### config.mk
export PLATFORM = sky130hd
export DESIGN_NAME = spi_master_flat
export DESIGN_NICKNAME = d
export VERILOG_FILES = /design/src/rtl/spi_pkg.sv /design/src/rtl/spi_master_if.sv /design/src/rtl/spi_clk_gen.sv /design/src/rtl/spi_master.sv /design/src/flat_wrapper.sv
export SDC_FILE = /design/constraint.sdc
export NUM_CORES = 1
export LEC_CHECK = 0
export ABC_AREA = 1
export CORE_ASPECT_RATIO = 0.7
export CORE_MARGIN = 1.5
export CORE_UTILIZATION = 50
export DETAILED_ROUTE_END_ITERATION = 16
export PLACE_DENSITY = 0.77
export SLEW_MARGIN = 15
export SYNTH_ARGS = -nofsm -noshare
export SYNTH_HDL_FRONTEND = slang
export SYNTH_SLANG_ARGS = --single-unit
### constraint.sdc
create_clock -name clk -period 4.3 [get_ports clk]
set_input_delay 0.43 -clock clk [delete_from_list [all_inputs] [get_ports clk]]
set_output_delay 0.43 -clock clk [all_outputs]
set_load 0.005 [all_outputs]
### src/rtl/spi_pkg.sv
// Shared SPI definitions: FSM state encoding, CPOL edge patterns and bit-order helpers.
// Imported by both the SPI master and the SPI slave so that the two ends agree on edges and ordering.
package spi_pkg;

    typedef enum logic [2:0] {
        ST_IDLE = 3'd0,
        ST_LEAD = 3'd1,
        ST_XFER = 3'd2,
        ST_TAIL = 3'd3,
        ST_GAP  = 3'd4
    } spi_state_t;

    // {sclk before, sclk after} of the data-sampling (leading) edge for each CPOL
    localparam logic [1:0] LEAD_EDGE_CPOL0 = 2'b01;
    localparam logic [1:0] LEAD_EDGE_CPOL1 = 2'b10;

    // Depth of the MISO synchroniser; the sample point trails the SCLK edge by this many cycles
    localparam int SYNC_STAGES = 2;

    function automatic logic is_lead_edge(input logic cpol, input logic sclk_now, input logic sclk_next);
        logic [1:0] pat;
        pat = cpol ? LEAD_EDGE_CPOL1 : LEAD_EDGE_CPOL0;
        return {sclk_now, sclk_next} == pat;
    endfunction

    // Frames go MSB-first: the first bit on the wire is bit N-1
    function automatic int unsigned first_bit_index(input int unsigned n);
        return n - 1;
    endfunction

endpackage

### src/rtl/spi_master_if.sv
// Request/response and SPI pin bundle for spi_master.
// The master modport is the spi_master view; the slave modport is the requester / SPI peer side.
interface spi_master_if #(
    parameter int p_data_buffer_length  = 32,
    parameter int p_width_buffer_length = $clog2(p_data_buffer_length) + 1
);
    logic                             i_start;
    logic [p_data_buffer_length-1:0]  ip_data_out;
    logic [p_width_buffer_length-1:0] ip_data_count;
    logic [p_data_buffer_length-1:0]  op_data_in;
    logic                             o_data_valid;
    logic                             o_busy;
    logic                             o_error;
    logic                             o_sclk;
    logic                             o_mosi;
    logic                             i_miso;
    logic                             o_cs_n;

    modport master (
        input  i_start, ip_data_out, ip_data_count, i_miso,
        output op_data_in, o_data_valid, o_busy, o_error, o_sclk, o_mosi, o_cs_n
    );

    modport slave (
        output i_start, ip_data_out, ip_data_count, i_miso,
        input  op_data_in, o_data_valid, o_busy, o_error, o_sclk, o_mosi, o_cs_n
    );
endinterface

### src/rtl/spi_clk_gen.sv
// SCLK generator: half-period divider, toggle register and leading/trailing edge strobes.
// The strobes are high in the cycle whose closing clk edge toggles SCLK, so the master can act on that same edge.
module spi_clk_gen
    import spi_pkg::*;
#(
    parameter int p_clk_div   = 4,
    parameter bit p_cpol      = 1'b0,
    parameter int p_tog_width = 7
) (
    input  logic                   clk,
    input  logic                   rst_n,
    input  logic                   en,
    output logic                   sclk,
    output logic                   lead_edge,
    output logic                   trail_edge,
    output logic [p_tog_width-1:0] toggle_cnt
);
    localparam int CNT_W = $clog2(p_clk_div);
    localparam logic [CNT_W-1:0] DIV_LAST = CNT_W'(p_clk_div - 1);

    logic [CNT_W-1:0] div_cnt_reg;
    logic             tick;

    // First toggle happens on the first enabled cycle, then every p_clk_div cycles
    assign tick       = en && (div_cnt_reg == '0);
    assign lead_edge  = tick &&  is_lead_edge(p_cpol, sclk, ~sclk);
    assign trail_edge = tick && !is_lead_edge(p_cpol, sclk, ~sclk);

    always_ff @(posedge clk or negedge rst_n) begin
        if (!rst_n) begin
            div_cnt_reg <= '0;
            sclk        <= p_cpol;
            toggle_cnt  <= '0;
        end else if (!en) begin
            div_cnt_reg <= '0;
            sclk        <= p_cpol;
            toggle_cnt  <= '0;
        end else begin
            div_cnt_reg <= (div_cnt_reg == DIV_LAST) ? '0 : div_cnt_reg + CNT_W'(1);
            if (tick) begin
                sclk       <= ~sclk;
                toggle_cnt <= toggle_cnt + p_tog_width'(1);
            end
        end
    end
endmodule

### src/rtl/spi_master.sv
// SPI master: one full-duplex frame of 1..p_data_buffer_length bits per accepted start, MSB-first.
// Owns the frame FSM, the shift index and the MISO synchroniser; SCLK timing comes from spi_clk_gen.
module spi_master
    import spi_pkg::*;
#(
    parameter int p_data_buffer_length  = 32,
    parameter int p_width_buffer_length = $clog2(p_data_buffer_length) + 1,
    parameter int p_clk_div             = 4,
    parameter int p_gap_cycles          = 2,
    parameter bit p_cpol                = 1'b0
) (
    input  logic          clk,
    input  logic          rst_n,
    spi_master_if.master  bus
);
    localparam int DL    = p_data_buffer_length;
    localparam int WL    = p_width_buffer_length;
    localparam int BIT_W = $clog2(p_data_buffer_length);
    localparam int TOG_W = p_width_buffer_length + 1;
    localparam int CNT_W = 16;

    localparam logic [WL-1:0]    MAX_N     = WL'(p_data_buffer_length);
    localparam logic [CNT_W-1:0] LEAD_LOAD = CNT_W'(p_clk_div - 2);
    localparam logic [CNT_W-1:0] TAIL_LOAD = CNT_W'(p_clk_div - 1);
    localparam logic [CNT_W-1:0] GAP_LOAD  = (p_gap_cycles > 0) ? CNT_W'(p_gap_cycles - 1) : '0;

    spi_state_t             state_reg;
    logic [DL-1:0]          data_reg;
    logic [DL-1:0]          rx_reg;
    logic [WL-1:0]          count_reg;
    logic [BIT_W-1:0]       idx_reg;
    logic [CNT_W-1:0]       cnt_reg;
    logic                   cs_n_reg;
    logic                   mosi_reg;
    logic                   busy_reg;
    logic                   valid_reg;
    logic                   error_reg;
    logic [SYNC_STAGES-1:0] miso_sync_reg;
    logic [SYNC_STAGES-1:0] lead_dly_reg;

    logic                   sclk;
    logic                   lead_edge;
    logic                   trail_edge;
    logic [TOG_W-1:0]       toggle_cnt;
    logic                   start_legal;
    logic                   last_toggle;
    logic [BIT_W-1:0]       start_idx;
    logic [BIT_W-1:0]       next_idx;

    spi_clk_gen #(
        .p_clk_div   (p_clk_div),
        .p_cpol      (p_cpol),
        .p_tog_width (TOG_W)
    ) u_clk_gen (
        .clk        (clk),
        .rst_n      (rst_n),
        .en         (state_reg == ST_XFER),
        .sclk       (sclk),
        .lead_edge  (lead_edge),
        .trail_edge (trail_edge),
        .toggle_cnt (toggle_cnt)
    );

    assign start_legal = (bus.ip_data_count != '0) && (bus.ip_data_count <= MAX_N);
    assign start_idx   = BIT_W'(first_bit_index(32'(bus.ip_data_count)));
    assign next_idx    = idx_reg - BIT_W'(1);
    // The 2N-th toggle is always a trailing edge back to the idle level
    assign last_toggle = trail_edge && (toggle_cnt == ({count_reg, 1'b0} - TOG_W'(1)));

    always_ff @(posedge clk or negedge rst_n) begin
        if (!rst_n) begin
            state_reg     <= ST_IDLE;
            data_reg      <= '0;
            rx_reg        <= '0;
            count_reg     <= '0;
            idx_reg       <= '0;
            cnt_reg       <= '0;
            cs_n_reg      <= 1'b1;
            mosi_reg      <= 1'b0;
            busy_reg      <= 1'b0;
            valid_reg     <= 1'b0;
            error_reg     <= 1'b0;
            miso_sync_reg <= '0;
            lead_dly_reg  <= '0;
        end else begin
            valid_reg     <= 1'b0;
            error_reg     <= 1'b0;
            miso_sync_reg <= {miso_sync_reg[SYNC_STAGES-2:0], bus.i_miso};
            lead_dly_reg  <= {lead_dly_reg[SYNC_STAGES-2:0], lead_edge};

            // Capture lands SYNC_STAGES cycles after the leading edge, never later than the trailing edge
            if (lead_dly_reg[SYNC_STAGES-1]) begin
                rx_reg[idx_reg] <= miso_sync_reg[SYNC_STAGES-1];
            end

            case (state_reg)
                ST_IDLE: begin
                    if (bus.i_start) begin
                        if (start_legal) begin
                            data_reg  <= bus.ip_data_out;
                            count_reg <= bus.ip_data_count;
                            idx_reg   <= start_idx;
                            rx_reg    <= '0;
                            mosi_reg  <= bus.ip_data_out[start_idx];
                            cs_n_reg  <= 1'b0;
                            busy_reg  <= 1'b1;
                            cnt_reg   <= LEAD_LOAD;
                            state_reg <= ST_LEAD;
                        end else begin
                            error_reg <= 1'b1;
                        end
                    end
                end

                ST_LEAD: begin
                    if (cnt_reg == '0) begin
                        state_reg <= ST_XFER;
                    end else begin
                        cnt_reg <= cnt_reg - CNT_W'(1);
                    end
                end

                ST_XFER: begin
                    if (trail_edge && (idx_reg != '0)) begin
                        idx_reg  <= next_idx;
                        mosi_reg <= data_reg[next_idx];
                    end
                    if (last_toggle) begin
                        cnt_reg   <= TAIL_LOAD;
                        state_reg <= ST_TAIL;
                    end
                end

                ST_TAIL: begin
                    if (cnt_reg == '0) begin
                        cs_n_reg  <= 1'b1;
                        valid_reg <= 1'b1;
                        if (p_gap_cycles == 0) begin
                            busy_reg  <= 1'b0;
                            state_reg <= ST_IDLE;
                        end else begin
                            cnt_reg   <= GAP_LOAD;
                            state_reg <= ST_GAP;
                        end
                    end else begin
                        cnt_reg <= cnt_reg - CNT_W'(1);
                    end
                end

                ST_GAP: begin
                    if (cnt_reg == '0) begin
                        busy_reg  <= 1'b0;
                        state_reg <= ST_IDLE;
                    end else begin
                        cnt_reg <= cnt_reg - CNT_W'(1);
                    end
                end

                default: state_reg <= ST_IDLE;
            endcase
        end
    end

    assign bus.op_data_in   = rx_reg;
    assign bus.o_data_valid = valid_reg;
    assign bus.o_busy       = busy_reg;
    assign bus.o_error      = error_reg;
    assign bus.o_sclk       = sclk;
    assign bus.o_mosi       = mosi_reg;
    assign bus.o_cs_n       = cs_n_reg;
endmodule

### src/flat_wrapper.sv
// flat-port wrapper written by rule: the top's interface ports become plain ports
module spi_master_flat import spi_pkg::*;
#(
    parameter int p_data_buffer_length  = 32,
    parameter int p_width_buffer_length = $clog2(p_data_buffer_length) + 1,
    parameter int p_clk_div             = 4,
    parameter int p_gap_cycles          = 2,
    parameter bit p_cpol                = 1'b0
)
  (clk, rst_n, bus_i_start, bus_ip_data_out, bus_ip_data_count, bus_i_miso, bus_op_data_in, bus_o_data_valid, bus_o_busy, bus_o_error, bus_o_sclk, bus_o_mosi, bus_o_cs_n);
  spi_master_if #(.p_data_buffer_length(p_data_buffer_length), .p_width_buffer_length(p_width_buffer_length)) bus_i ();
  input  logic clk;
  input  logic rst_n;
  input wire logic [$bits(bus_i.i_start)-1:0] bus_i_start;
  input wire logic [$bits(bus_i.ip_data_out)-1:0] bus_ip_data_out;
  input wire logic [$bits(bus_i.ip_data_count)-1:0] bus_ip_data_count;
  input wire logic [$bits(bus_i.i_miso)-1:0] bus_i_miso;
  output wire logic [$bits(bus_i.op_data_in)-1:0] bus_op_data_in;
  output wire logic [$bits(bus_i.o_data_valid)-1:0] bus_o_data_valid;
  output wire logic [$bits(bus_i.o_busy)-1:0] bus_o_busy;
  output wire logic [$bits(bus_i.o_error)-1:0] bus_o_error;
  output wire logic [$bits(bus_i.o_sclk)-1:0] bus_o_sclk;
  output wire logic [$bits(bus_i.o_mosi)-1:0] bus_o_mosi;
  output wire logic [$bits(bus_i.o_cs_n)-1:0] bus_o_cs_n;
  assign bus_i.i_start = bus_i_start;
  assign bus_i.ip_data_out = bus_ip_data_out;
  assign bus_i.ip_data_count = bus_ip_data_count;
  assign bus_i.i_miso = bus_i_miso;
  assign bus_op_data_in = bus_i.op_data_in;
  assign bus_o_data_valid = bus_i.o_data_valid;
  assign bus_o_busy = bus_i.o_busy;
  assign bus_o_error = bus_i.o_error;
  assign bus_o_sclk = bus_i.o_sclk;
  assign bus_o_mosi = bus_i.o_mosi;
  assign bus_o_cs_n = bus_i.o_cs_n;
  spi_master #(.p_data_buffer_length(p_data_buffer_length), .p_width_buffer_length(p_width_buffer_length), .p_clk_div(p_clk_div), .p_gap_cycles(p_gap_cycles), .p_cpol(p_cpol)) u_core (.clk(clk), .rst_n(rst_n), .bus(bus_i));
endmodule
Word-level counts from Yosys, hierarchy flattened
Cells that the tools add are included.
{ "op_classes": {"n_lt_le_gt_ge": 5, "eq_ne": 16, "mux": 51, "bitwise": 1, "n_addsub": 6, "reduce_logical": 24} }
{ "ops": {"columns": ["operator", "n"], "rows": [
  ["2-to-1 mux 32 bit", 4],
  ["2-to-1 mux 16 bit", 5],
  ["case mux 16 bit (4 select lines)", 1],
  ["bitwise mux 32 bit", 1],
  ["2-to-1 mux 1 bit", 19],
  ["< comparator 5 x 6 -> 1 bit (second input constant)", 3],
  ["2-to-1 mux 3 bit", 6],
  ["zero test 16 bit", 1],
  ["subtractor 16 x 1 -> 16 bit (second input constant)", 1],
  ["2-to-1 mux 5 bit", 3],
  ["case mux 3 bit (5 select lines)", 1],
  ["2-to-1 mux 7 bit", 2],
  ["!= test 2 x 1 -> 1 bit (second input constant)", 7],
  ["AND reduction 4 bit", 3],
  ["binary-select mux 1 bit (select 5 bit)", 2],
  ["case mux 5 bit (2 select lines)", 1],
  ["subtractor 5 x 1 -> 5 bit (second input constant)", 2],
  ["adder 7 x 1 -> 7 bit (second input constant)", 1],
  ["equality test 7 bit", 1],
  ["logical AND 1 bit", 7],
  ["subtractor 7 x 1 -> 7 bit (second input constant)", 1],
  ["equality test 3 x 2 -> 1 bit (second input constant)", 2],
  ["<= comparator 6 bit (second input constant)", 1],
  ["case mux 1 bit (2 select lines)", 3],
  ["other kinds (21)", 25]
]} }
{ "totals": {"regBits": 113, "elab_cells": 119, "out_inout_bits": 38, "input_bits": 42} }

Longest topological paths before layout
{ "logic_depth": {"word_depth": 9, "depth_mapped": 14, "mapped_depth_nobuf": 13} }

Modules after synthesis
Synthesis repeated with hierarchy kept, for this count alone.
{ "unflattened": {"cells_unflattened": 910, "area_unflattened_um2": 6508.7} }
{ "by_module_without_submodules": {"columns": ["module", "area_each_um2", "cells_each", "n_inst"], "rows": [
  ["spi_master", 6022.0, 853, 1],
  ["spi_clk_gen", 486.7, 57, 1]
]} }

Least setup slack after synthesis
OpenSTA, ideal clock, no wires.
{ "synth_timing": {"path_type": "in2reg", "startpoint": "input port bus_ip_data_count[0]", "endpoint": "register u_core.cnt_reg[11]", "arrival_ps": 2036, "path_slack_ps": 2147, "setup_time_ps": 117, "stages": 13, "path_cell_list": "inv_1 -> clkbuf_1 -> ha_1 -> nand4_1 -> nand2_1 -> nand2_1 -> o21ai_1 -> inv_1 -> nor2_4 -> nand2_4 -> buf_6 -> nand2_1 -> nand2_1"} }
{ "synth_via": {"elab_chain_cells": 4} }
{ "synth_rtl": {"columns": ["element", "line_no", "source"], "rows": [
  ["from (decl)", "flat_wrapper.sv:16", "input wire logic [$bits(bus_i.ip_data_count)-1:0] bus_ip_data_count;"],
  ["<= comparator 6 bit / nonzero test 6 bit (equally long branches)", "spi_master.sv:64", "assign start_legal = (bus.ip_data_count != '0) && (bus.ip_data_count <= MAX_N);"],
  ["logical AND 1 bit (*)", "spi_master.sv:64", null],
  ["!= test 2 x 1 -> 1 bit (no source line) (*)", null, null],
  ["AND reduction 5 bit (no source line) (*)", null, null],
  ["to (signal assigned)", "spi_master.sv:119", "cnt_reg <= cnt_reg - CNT_W'(1);"],
  ["to (signal assigned)", "spi_master.sv:146", "cnt_reg <= cnt_reg - CNT_W'(1);"],
  ["to (signal assigned)", "spi_master.sv:155", "cnt_reg <= cnt_reg - CNT_W'(1);"],
  ["to (decl)", "spi_master.sv:32", "logic [CNT_W-1:0] cnt_reg;"]
]} }
Every way passes the cells marked *; elsewhere a longest branch is shown, timed or not.
A chain may end at the register's enable or synchronous reset.

Worst setup path after layout
{ "layout_timing": {"startpoint": "register u_core.idx_reg[0]", "endpoint": "register u_core.mosi_reg, in the netlist u_core.bus.o_mosi"} }
{ "layout_via": {"elab_chain_cells": 5} }
{ "layout_rtl": {"columns": ["element", "line_no", "source"], "rows": [
  ["from (decl)", "spi_master.sv:31", "logic [BIT_W-1:0] idx_reg;"],
  ["from (signal assigned)", "spi_master.sv:102", "idx_reg <= start_idx;"],
  ["from (signal assigned)", "spi_master.sv:125", "idx_reg <= next_idx;"],
  ["subtractor 5 x 1 -> 5 bit", "spi_master.sv:66", "assign next_idx = idx_reg - BIT_W'(1);"],
  ["binary-select mux 1 bit (select 5 bit)", "spi_master.sv:126", "mosi_reg <= data_reg[next_idx];"],
  ["2-to-1 mux 1 bit (not written as such)", "spi_master.sv:126", null],
  ["2-to-1 mux 1 bit", "spi_master.sv:124", "if (trail_edge && (idx_reg != '0)) begin"],
  ["case mux 1 bit (2 select lines)", "spi_master.sv:96", "case (state_reg)"],
  ["to (signal assigned)", "spi_master.sv:104", "mosi_reg <= bus.ip_data_out[start_idx];"],
  ["to (signal assigned)", "spi_master.sv:126", null],
  ["to (decl)", "spi_master.sv:34", "logic mosi_reg;"]
]} }
Several ways; a longest one is shown, not always the timed one. The select of a mux whose other input is x is not followed.

==> out/results.ini <==
[logic_synthesis]
mappedNetlistArea_sq_um=6600
netlist_top_cells_area=dfrtp_1 (42%), nand2_1 (17%), inv_1 (7.9%)
synthMuxAreaShare_pct=0
synth_ff_type=dfrtp_1
synth-xor-area-share_pct=2.92
synth_top_area_share_pct=42.5
async_reset_ff_share_pct=100
synth-compound-area-share_pct=10.5
synth.net_count=990
synth-edff-count=0
synth_seq_cells=113
ys_seq_area_share_pct=42.9
syn_inst=936
synth_fa_ha_area_share_pct=2.28
synthDistinctLibCells=32
synth_most_common_cell=nand2_1
synth_top_family_by_area=simple AND/OR/NAND/NOR gates
synthSimpleGateAreaFrac_pct=30.7
syn_avg_cell_area_sq_um=7.05
netlist_top_cells_count=nand2_1 (305), inv_1 (139), dfrtp_1 (112)
yosysWarnings=0
synth_top_cell_by_area=dfrtp_1

[detailed_routing]
drtPass1Iterations=6
drtIter0Drc=552
drc=0
vias=6206
wl_per_cell_um=14.1
wl_um=16700
ant_nets=0
vias_per_cell=5.27

[setup_path]
path_cells=clkinv_1 -> ha_1 -> inv_1 -> nand3_1 -> nand3_1 -> nand3_1 -> nand2_1 -> nand2_1 -> nand3_1 -> nor2_1 -> nor2_1
crit_slowest_cell=dfrtp_1
crit_top_cell=nand3_1
critical_path_buf_inv_count=2
crit_family=buffers and inverters
timing.rr.end=u_core.bus.o_mosi
start_kind=flip-flop
arrival_ns=3.53
crit_path_end_kind=flip-flop
reg2regPathDepth=11
cp-startpoint=u_core.idx_reg[0]
crit_fanout=21
slowest_delay_ns=0.75
rrSetupSlack_ns=1.06
worstSetupPathType=reg2reg
r2r-start=u_core.idx_reg[0]
critPathRequiredTime_ns=4.60

[clocking]
cts_resized=0
cts_setup_buffers=0
tritoncts=yes
ctsHoldBuffers=0
cts_max_level=4
clk_pin_slew_worst_paths_ns=0.05
root_buffer=clkbuf_16
cts_buffer_depth=2
cts_buffers=17
insertion_delay_ns=0.42
cts.sinks=113

[run]
maxCapViolCount=0

[worst_hold_path]
hold_path.class=in2async

[timing]
max_freq_ghz=0.309
tns_ns=0
skew_ns=0.00879
finalCritPeriodShare_pct=75.3
fin_crit_ns=3.24
tightest_slew_ns=0.840
worst_hold_slack_ns=0.106
setup_viol=0
relSlewSlack_pct=43.9
rsz0062_at_grt=no
slew_violations=0
hold_violations=0

[layout]
fillers=1097
syn2layout_area_growth_pct=21.7
antenna_cells=0
stdcell_count=1178
drive_gt1_share_pct=4.82
nets=1059
finish.instance_area_sq_um=8030

[global_route]
use_met2_pct=41.1
grtUsageMet1_pct=37.1
antenna_found_initial=0
grt-ovfl-total=0
grt_max_degree=66
grt_usage_pct=26.1
first_global_vias=5971
grt_first_pass_wirelength_um=28900
grtUsageMet3_pct=5.20
grt-busiest-layer=met2

[pwr]
power.switching_uw=2310
p_leak_uw=0.00426
power_uw=5450
p_int_uw=3140
pwr-share-clk_pct=25.1
power_density_nw_per_um2=678
p_comb_share_pct=43.6
peakVddDrop_mv=0.396
p_seq_share_pct=31.2
sw_frac_of_total_pct=42.4

[floorplanning]
die_w_um=140
core_area_sq_um=12600
dieArea_sq_um=13900
num_rows=34
initial_core_util_pct=52.2
die_y_um=99.1
ioPinCount=80

[placement]
gp_congestion=0.890
io_buffers=79
dpl-instance-area_sq_um=7460
dp_hpwl_um=11600
placedCellCount=1148

[run_status]
status=finished clean

[metal layers]
| metal | share of wire (%) | up-vias | routed length (um) |
|---|---|---|---|
| met4 | 1.5 | 0 | 253 |
| met1 | 46 | 2873 | 7740 |
| met2 | 45 | 213 | 7470 |
| met5 | 0 | - | 0 |
| li1 | - | 3097 | - |
| met3 | 7.1 | 23 | 1190 |
[worst max path at each step]
| stage | depth (start not counted) | end |
|---|---|---|
| after global placement | 14 | u_core.bus.o_mosi |
| after detailed placement | 13 | u_core.bus.o_mosi |
| after CTS | 11 | u_core.bus.o_mosi |
| after floorplan | 13 | u_core.cnt_reg[11] |
| after global routing | 11 | u_core.bus.o_mosi |
| final | 11 | u_core.bus.o_mosi |
[power groups by stage]
stage	registers, uW	logic (uW)	clock network (uW)
floorplan	1610	1790	0
global placement	1710	2270	0
detailed placement	1710	2330	0
CTS	1700	2370	1380
global route	1750	2730	1420
finish	1700	2380	1370
[cell families after synthesis]
kind of cell             Yosys count
buffers and inverters            177
AND/OR/NAND/NOR                  484
flip-flops                       113
AO/OA/AOI/OAI                    128
adder cells (fa/ha/maj)           12
XOR/XNOR                          22
[metrics by stage]
step / utilization (%) / setup slack [ns]
2_1_floorplan: - / 2.15
3_3_place_gp: 59.1 / 0.891
3_5_place_dp: 59.1 / 0.794
4_1_cts: 63.6 / 1.10
5_1_grt: 63.6 / 0.755
6_report: 63.6 / 1.06
[worst register-to-register path: cells and delay by family, from the launching register on]
family	cells	cell delay (ns)
adders and majority gates	1	0.76
buffers and inverters	2	0.92
and+or+nand+nor	8	0.71
DFF	1	0.75
[cell type report]
class	instances	area (sq um)	share of cell area, %
clock buffer	19	453	5.64
clock inverter	11	115	1.43
inverter	144	541	6.73
multi-input combinational	646	3070	38.3
sequential	113	2830	35.2
tap	162	203	2.52
timing repair buffer	83	818	10.2
[cell usage in the layout (no fill, tap or decap), types with 3 or more instances in the layout]
cell type | synthesis | layout
a21oi_1 | 12 | 12
buf_4 | 3 | 5
clkbuf_16 | 0 | 17
clkdlybuf4s50_1 | 0 | 78
clkinv_2 | 0 | 6
dfrtp_1 | 112 | 112
ha_1 | 12 | 12
inv_1 | 139 | 139
inv_2 | 3 | 3
nand2_1 | 305 | 305
nand2_2 | 3 | 3
nand3_1 | 104 | 103
nand3b_1 | 3 | 3
nand4_1 | 3 | 3
nor2_1 | 50 | 50
nor2_4 | 3 | 3
nor3_1 | 8 | 8
o211ai_1 | 7 | 7
o21ai_0 | 93 | 93
o31ai_1 | 12 | 12
xnor2_1 | 7 | 7
xor2_1 | 15 | 15
(Power assumes the default switching activity.)
